<file path="src/rtl/muldiv_pkg.sv">
// Shared definitions for the iterative RV32M multiply/divide unit: op encodings,
// FSM state encoding and the most-negative-value helper.
package muldiv_pkg;

  localparam int MAX_XLEN = 64;

  typedef enum logic [2:0] {
    OP_MUL    = 3'b000,
    OP_MULH   = 3'b001,
    OP_MULHSU = 3'b010,
    OP_MULHU  = 3'b011,
    OP_DIV    = 3'b100,
    OP_DIVU   = 3'b101,
    OP_REM    = 3'b110,
    OP_REMU   = 3'b111
  } op_e;

  typedef enum logic [1:0] {
    ST_IDLE = 2'd0,
    ST_CALC = 2'd1,
    ST_DONE = 2'd2
  } state_e;

  // Returns the two's-complement most-negative value of an xlen-bit word,
  // right-aligned in a MAX_XLEN-bit container; callers truncate to their width.
  function automatic logic [MAX_XLEN-1:0] most_neg(input int xlen);
    return MAX_XLEN'(1) << (xlen - 1);
  endfunction

endpackage

</file>
<file path="src/rtl/muldiv_step.sv">
// One radix-2 iteration on the {hi, lo} accumulator pair: shift-add for
// multiply, restoring shift-subtract for divide. Operands are magnitudes.
module muldiv_step #(
  parameter int XLEN = 32
) (
  input  logic            is_div_i,
  input  logic [XLEN-1:0] hi_i,
  input  logic [XLEN-1:0] lo_i,
  input  logic [XLEN-1:0] b_i,
  output logic [XLEN-1:0] hi_o,
  output logic [XLEN-1:0] lo_o
);

  logic [XLEN:0] sum;
  logic [XLEN:0] rem_sh;
  logic [XLEN:0] diff;

  always_comb begin
    sum    = {1'b0, hi_i} + (lo_i[0] ? {1'b0, b_i} : '0);
    rem_sh = {hi_i, lo_i[XLEN-1]};
    // The partial remainder is always below 2*divisor, so diff's top bit is
    // exactly the borrow that decides restore vs. keep.
    diff   = rem_sh - {1'b0, b_i};
    if (is_div_i) begin
      if (diff[XLEN]) begin
        hi_o = rem_sh[XLEN-1:0];
        lo_o = {lo_i[XLEN-2:0], 1'b0};
      end else begin
        hi_o = diff[XLEN-1:0];
        lo_o = {lo_i[XLEN-2:0], 1'b1};
      end
    end else begin
      hi_o = sum[XLEN:1];
      lo_o = {sum[0], lo_i[XLEN-1:1]};
    end
  end

endmodule

</file>
<file path="src/rtl/muldiv_unit.sv">
// Iterative RV32M multiply/divide unit: XLEN CALC cycles of radix-2 steps on
// operand magnitudes, then sign correction and a one-cycle result strobe.
module muldiv_unit
  import muldiv_pkg::*;
#(
  parameter int XLEN  = 32,
  parameter int CNT_W = $clog2(XLEN) + 1
) (
  input  logic            ip_clk,
  input  logic            ip_rst_n,
  input  logic            ip_valid,
  input  logic [2:0]      ip_op,
  input  logic [XLEN-1:0] ip_rs1,
  input  logic [XLEN-1:0] ip_rs2,
  input  logic            ip_flush,
  output logic            op_ready,
  output logic            op_valid,
  output logic [XLEN-1:0] op_result,
  output logic            op_div_zero,
  output logic [1:0]      op_dbg_state
);

  localparam logic [XLEN-1:0] MOST_NEG = XLEN'(most_neg(XLEN));

  // Handshake: a request transfers on a rising edge where ip_valid && op_ready
  // (and no ip_flush); op_valid is a single-cycle strobe with no backpressure.

  state_e          state_q, state_d;
  logic [CNT_W-1:0] cnt_q, cnt_d;
  op_e             op_q, op_d;
  logic [XLEN-1:0] hi_q, hi_d, lo_q, lo_d, b_q, b_d;
  logic            neg_res_q, neg_res_d, neg_rem_q, neg_rem_d;
  logic            div_zero_q, div_zero_d, ovf_q, ovf_d;

  op_e             req_op;
  logic            req_is_div, a_signed, b_signed, a_neg, b_neg;
  logic [XLEN-1:0] mag_a, mag_b;
  logic [XLEN-1:0] step_hi, step_lo;
  logic            calc_is_div;

  always_comb begin
    req_op     = op_e'(ip_op);
    req_is_div = req_op inside {OP_DIV, OP_DIVU, OP_REM, OP_REMU};
    a_signed   = req_op inside {OP_MUL, OP_MULH, OP_MULHSU, OP_DIV, OP_REM};
    b_signed   = req_op inside {OP_MUL, OP_MULH, OP_DIV, OP_REM};
    a_neg      = a_signed && ip_rs1[XLEN-1];
    b_neg      = b_signed && ip_rs2[XLEN-1];
    mag_a      = a_neg ? -ip_rs1 : ip_rs1;
    mag_b      = b_neg ? -ip_rs2 : ip_rs2;
  end

  assign calc_is_div = op_q inside {OP_DIV, OP_DIVU, OP_REM, OP_REMU};

  muldiv_step #(.XLEN(XLEN)) u_step (
    .is_div_i (calc_is_div),
    .hi_i     (hi_q),
    .lo_i     (lo_q),
    .b_i      (b_q),
    .hi_o     (step_hi),
    .lo_o     (step_lo)
  );

  always_comb begin
    state_d    = state_q;
    cnt_d      = cnt_q;
    op_d       = op_q;
    hi_d       = hi_q;
    lo_d       = lo_q;
    b_d        = b_q;
    neg_res_d  = neg_res_q;
    neg_rem_d  = neg_rem_q;
    div_zero_d = div_zero_q;
    ovf_d      = ovf_q;
    case (state_q)
      ST_IDLE: begin
        if (ip_valid && !ip_flush) begin
          state_d    = ST_CALC;
          cnt_d      = CNT_W'(XLEN);
          op_d       = req_op;
          hi_d       = '0;
          // Divide shifts the dividend out of lo; multiply shifts the multiplier.
          lo_d       = req_is_div ? mag_a : mag_b;
          b_d        = req_is_div ? mag_b : mag_a;
          neg_res_d  = a_neg ^ b_neg;
          neg_rem_d  = a_neg;
          div_zero_d = req_is_div && (ip_rs2 == '0);
          ovf_d      = req_is_div && b_signed && (ip_rs1 == MOST_NEG) && (ip_rs2 == '1);
        end
      end
      ST_CALC: begin
        if (ip_flush) begin
          state_d = ST_IDLE;
        end else begin
          hi_d  = step_hi;
          lo_d  = step_lo;
          cnt_d = cnt_q - 1'b1;
          if (cnt_q == CNT_W'(1)) state_d = ST_DONE;
        end
      end
      ST_DONE: state_d = ST_IDLE;
      default: state_d = ST_IDLE;
    endcase
  end

  always_ff @(posedge ip_clk) begin
    if (!ip_rst_n) begin
      state_q    <= ST_IDLE;
      cnt_q      <= '0;
      op_q       <= OP_MUL;
      hi_q       <= '0;
      lo_q       <= '0;
      b_q        <= '0;
      neg_res_q  <= 1'b0;
      neg_rem_q  <= 1'b0;
      div_zero_q <= 1'b0;
      ovf_q      <= 1'b0;
    end else begin
      state_q    <= state_d;
      cnt_q      <= cnt_d;
      op_q       <= op_d;
      hi_q       <= hi_d;
      lo_q       <= lo_d;
      b_q        <= b_d;
      neg_res_q  <= neg_res_d;
      neg_rem_q  <= neg_rem_d;
      div_zero_q <= div_zero_d;
      ovf_q      <= ovf_d;
    end
  end

  logic [2*XLEN-1:0] prod, prod_fix;
  logic [XLEN-1:0]   quot_fix, rem_fix;

  always_comb begin
    prod     = {hi_q, lo_q};
    prod_fix = neg_res_q ? -prod : prod;
    quot_fix = neg_res_q ? -lo_q : lo_q;
    rem_fix  = neg_rem_q ? -hi_q : hi_q;
  end

  assign op_ready     = ip_rst_n && (state_q == ST_IDLE);
  assign op_valid     = ip_rst_n && (state_q == ST_DONE) && !ip_flush;
  assign op_div_zero  = op_valid && div_zero_q;
  assign op_dbg_state = state_q;

  always_comb begin
    op_result = '0;
    if (op_valid) begin
      case (op_q)
        OP_MUL:                       op_result = prod_fix[XLEN-1:0];
        OP_MULH, OP_MULHSU, OP_MULHU: op_result = prod_fix[2*XLEN-1:XLEN];
        OP_DIV, OP_DIVU:              op_result = div_zero_q ? '1 : (ovf_q ? MOST_NEG : quot_fix);
        OP_REM, OP_REMU:              op_result = ovf_q ? '0 : rem_fix;
        default:                      op_result = '0;
      endcase
    end
  end

endmodule
</file>
<file path="config.mk">
export PLATFORM = sky130hd
export DESIGN_NAME = muldiv_unit
export DESIGN_NICKNAME = d
export VERILOG_FILES = /design/src/rtl/muldiv_pkg.sv /design/src/rtl/muldiv_step.sv /design/src/rtl/muldiv_unit.sv
export SDC_FILE = /design/constraint.sdc
export NUM_CORES = 1
export LEC_CHECK = 0
export ABC_AREA = 1
export CAP_MARGIN = 20
export CORE_ASPECT_RATIO = 0.6
export CORE_UTILIZATION = 30
export DETAILED_ROUTE_END_ITERATION = 8
export GPL_ROUTABILITY_DRIVEN = 0
export PLACE_DENSITY = 0.47
export SETUP_SLACK_MARGIN = 0.4
export SKIP_LAST_GASP = 1
export SLEW_MARGIN = 20
export SYNTH_ARGS = -nofsm -noshare
export SYNTH_HDL_FRONTEND = slang
export SYNTH_SLANG_ARGS = --single-unit
</file>
<file path="constraint.sdc">
create_clock -name ip_clk -period 2.8 [get_ports ip_clk]
set_input_delay 0.42 -clock ip_clk [delete_from_list [all_inputs] [get_ports ip_clk]]
set_output_delay 0.42 -clock ip_clk [all_outputs]
set_load 0.05 [all_outputs]
</file>
==> results summary <==
The detailed router finished its first iteration with around 3.1k violations. The net total in the final layout is between 3k and 4k. The final layout contains routed wiring with a total length of a little over 90,000 um. The setup TNS is -3.46 ns. The fraction of registers with async set or reset after synthesis is 0. The synthesized instance count is between 3k and 4k. The number of top-level pins is 108. STA classifies the critical path endpoint as an output pin. The average wire per cell in the routed design is 21.4 um. The total power divided by cell area is between 300 and 400 mW/mm2.

In this run the worst hold path is classified as input pin to flop. The required time reported for the critical path endpoint is between 2 and 2.5 ns. Along the worst hold path, the cell count comes to 3. Setup repair after global routing could not meet its margin everywhere.

The via count of the first global-routing pass came out at between 20k and 25k. The count of vias placed by the detailed router is between 20k and 25k. The top flip-flop cell by instance count after synthesis is dfxtp_1. The register bit count reported by yosys is about 110. The first-pass GRT wire length is 129,000 um. The synthesized area is about 0.017 mm2.

For this run, the register share of the synthesized area comes to 0.134. The number of filler cells placed in the layout is ~5.7k. The number of different library cells in the post-synthesis netlist came out at 53.

The maximum number of pins on one net before global-route repair came out at 66. The layout overhead on the synthesized area is 51.4%. The flow ran to the end, but the final reports show violations. The number of hold-slack violations in the final timing report is 0. The final routed DRC violation total is 0. The maximum fanout along the worst path is 6.

The worst slew margin relative to its limit came out at 0.465. The leakage power came out at between 10 and 15 nW. After clock tree synthesis, the clock-pin slew on the worst setup and hold paths is approximately 0.09 ns. The share of layout cells above drive strength 1 is 0.309. The global-route congestion overflow total came out at 0. STA classifies the critical path startpoint as a flop.

Across all hold checks on the routed design, the worst slack comes to ~0.41 ns. The cell sitting at the root of the clock tree is a clkbuf_16. The overall fraction of global-route tracks in use came out at 0.307.

In this run the deepest clock path goes through 2 buffers. The post-place instance area came out at 0.0210 mm2. In the routed layout, each cell is associated on average with a via count of roughly 5.5. TritonCTS built the clock tree. The logic depth of the worst register-to-register path is 22. The time the final worst path needs with I/O delays and setup came out at roughly 3.1 ns. The count of inserted antenna diode cells is 0. The core area came out at 0.0543 mm2. The worst-case IR drop observed on VDD is between 200 and 300 uV.

With fillers left out, the area of the finished cells amounts to ~0.025 mm2. The slew of the pin with the lowest slew margin is between 0.8 and 0.9 ns. The clock network latency to the later pin of the worst-skew pair came out at roughly 0.40 ns.

The total of buffers placed on input and output ports is 107. The detailed placement HPWL came out at 72,300 um. The number of setup violations in the final report came out at 30. The max-slew violation total from the final report was 0. The die boundary width is a little over 300 um. The die height is between 150 and 200 um.

The total clock buffers created by CTS is 9. The arrival time of the worst setup path came out at ~2.7 ns. The setup clock skew after layout came out at about 0.019 ns.

The number of maximum-capacitance violations is 0. The core occupancy in the finished layout came out at 0.461. The final antenna-violating net count came out at 0. The final period utilization came out at 1.10.

The count of H-tree levels built during CTS is 3. The checks that failed: setup timing. The count of clock tree sinks came out at ~110. The initial antenna violation count is 0. The row count is between 60 and 70. Across all setup checks in the final design, the least slack found is -0.274 ns. The number of hold buffers added after cts came out at 0. The net count after synthesis came out at around 3.3k. The iteration count of the initial detailed-routing pass came out at 6. The starting density of the core came out at 0.305. In this run, synthesis inferred 0 flip-flops with an integrated enable.

The average size of a mapped cell is approximately 5.3 um2. The count of synthesis-stage warnings from yosys is 0. The die covers about 0.056 mm2. The pre-CTS setup slack came out at -0.143 ns. The worst setup path is of the flop to output pin kind. For this run, the top clock speed supported by timing is 0.325 GHz.
-- critical path: stages (launching register included) --
cell        delay [ns]
dfxtp_2           0.33
buf_6             0.13
inv_8             0.07
ha_4              0.13
nand3_4           0.08
nor2_4            0.17
nand4_1           0.21
buf_4             0.21
o31ai_4           0.23
nand3_1           0.13
nand3_1           0.09
nand3_2           0.08
nand2_2           0.12
clkinvlp_4        0.11
buf_12            0.15
-- cells in the mapped netlist, drive strengths merged, types with 3 or more instances --
library cell,count,share of area
a31oi,21,0.0079
xor2,94,0.050
a21oi,236,0.071
ha,71,0.054
dfxtp,111,0.13
nand2,895,0.20
nor4,8,0.0030
o31ai,4,0.0021
inv,481,0.11
o21a,9,0.0041
nor2,318,0.074
o22ai,4,0.0015
xnor2,22,0.012
buf,42,0.012
o211ai,34,0.015
nand4,44,0.017
a22oi,9,0.0041
or2,13,0.0049
o21ai,248,0.075
clkbuf,81,0.019
nor3,54,0.018
nand3b,12,0.0054
a21o,4,0.0018
nand3,294,0.089
and2,3,0.0011
clkinv,3,0.00068
o221ai,3,0.0016
-- repair_timing --
action,in CTS,in global routing
pin swaps,69,205
buffers inserted,44,52
endpoints found under the setup margin,69,112
gates resized for setup,321,504
cloned,3,1
-- power by group --
group          switching, mW  internal [mW]  total, mW
Clock                  0.837          0.653       1.49
Sequential             0.135           1.66       1.80
Combinational           2.83           1.70       4.53
-- registers in the layout (all words and copies together) (netlist names) --
name / cells
op_dbg_state: 2
ovf_q: 1
div_zero_q: 1
b_q: 32
neg_rem_q: 1
hi_q: 32
neg_res_q: 1
lo_q: 32
cnt_q: 6
op_q: 3
-- stage by stage --
stage                     std cells  total power [mW]
after floorplan                3131              3.74
after global placement         4145              5.30
after detailed placement       4145              5.30
after CTS                      4208              7.12
after global routing           4261              8.14
final                          4261              7.81
-- path summary, 6_finish.rpt --
| path | start | to | slack, ns |
|---|---|---|---|
| min | ip_rst_n | cnt_q[1]$_SDFFE_PN0P_ | 0.41 |
| min reg2reg | cnt_q[2]$_SDFFE_PN0P_ | cnt_q[2]$_SDFFE_PN0P_ | 0.50 |
| max reg2reg | lo_q[31]$_SDFFE_PN0P_ | hi_q[1]$_SDFFE_PN0P_ | 0.06 |
| max | lo_q[0]$_SDFFE_PN0P_ | op_result[20] | -0.27 |
-- placed cells by master (no fill, tap or decap), types with 44 or more instances in the layout --
master           count
a21oi_1            169
a21oi_2             57
buf_12              48
buf_4              355
clkdlybuf4s50_1     67
dfxtp_1             63
inv_1              422
inv_2               45
nand2_1            768
nand2_2             94
nand3_1            205
nand3_2             79
nand4_1             44
nor2_1             196
nor2_2              62
nor2_4              60
o21ai_0            177
o21ai_1             48
xor2_1              85
-- layout make-up --
cell class / instances / area, um2 / area share
multi-input cells: 2414 / 14700 / 0.586
inverters: 484 / 1880 / 0.0751
well taps: 714 / 893 / 0.0356
clock buffers: 9 / 225 / 0.00898
flip-flops and latches: 111 / 2330 / 0.0930
clock inverters: 7 / 91.3 / 0.00364
repair buffers: 522 / 4950 / 0.198
-- cell families (layout without fill, tap and decap cells) --
family / after synthesis / after routing / share of synthesized area
adder cells (fa/ha/maj): 73 / 73 / 0.0560
buffers and inverters: 607 / 1022 / 0.140
AND/OR/NAND/NOR: 1642 / 1643 / 0.418
AO/OA/AOI/OAI: 582 / 582 / 0.190
XOR/XNOR: 116 / 116 / 0.0613
flip-flops: 111 / 111 / 0.134
-- routing by layer --
| metal | vias to the layer above | GRT usage | routed length (um) | part of all wire |
|---|---|---|---|---|
| li1 | 10924 | - | - | - |
| met4 | 0 | 0.0452 | 1370 | 0.015 |
| met2 | 1334 | 0.394 | 34000 | 0.37 |
| met3 | 108 | 0.0885 | 12800 | 0.14 |
| met1 | 10974 | 0.488 | 43100 | 0.47 |
| met5 | - | 0 | 0 | 0 |
No activity file was read; power rests on OpenSTA's default activity.
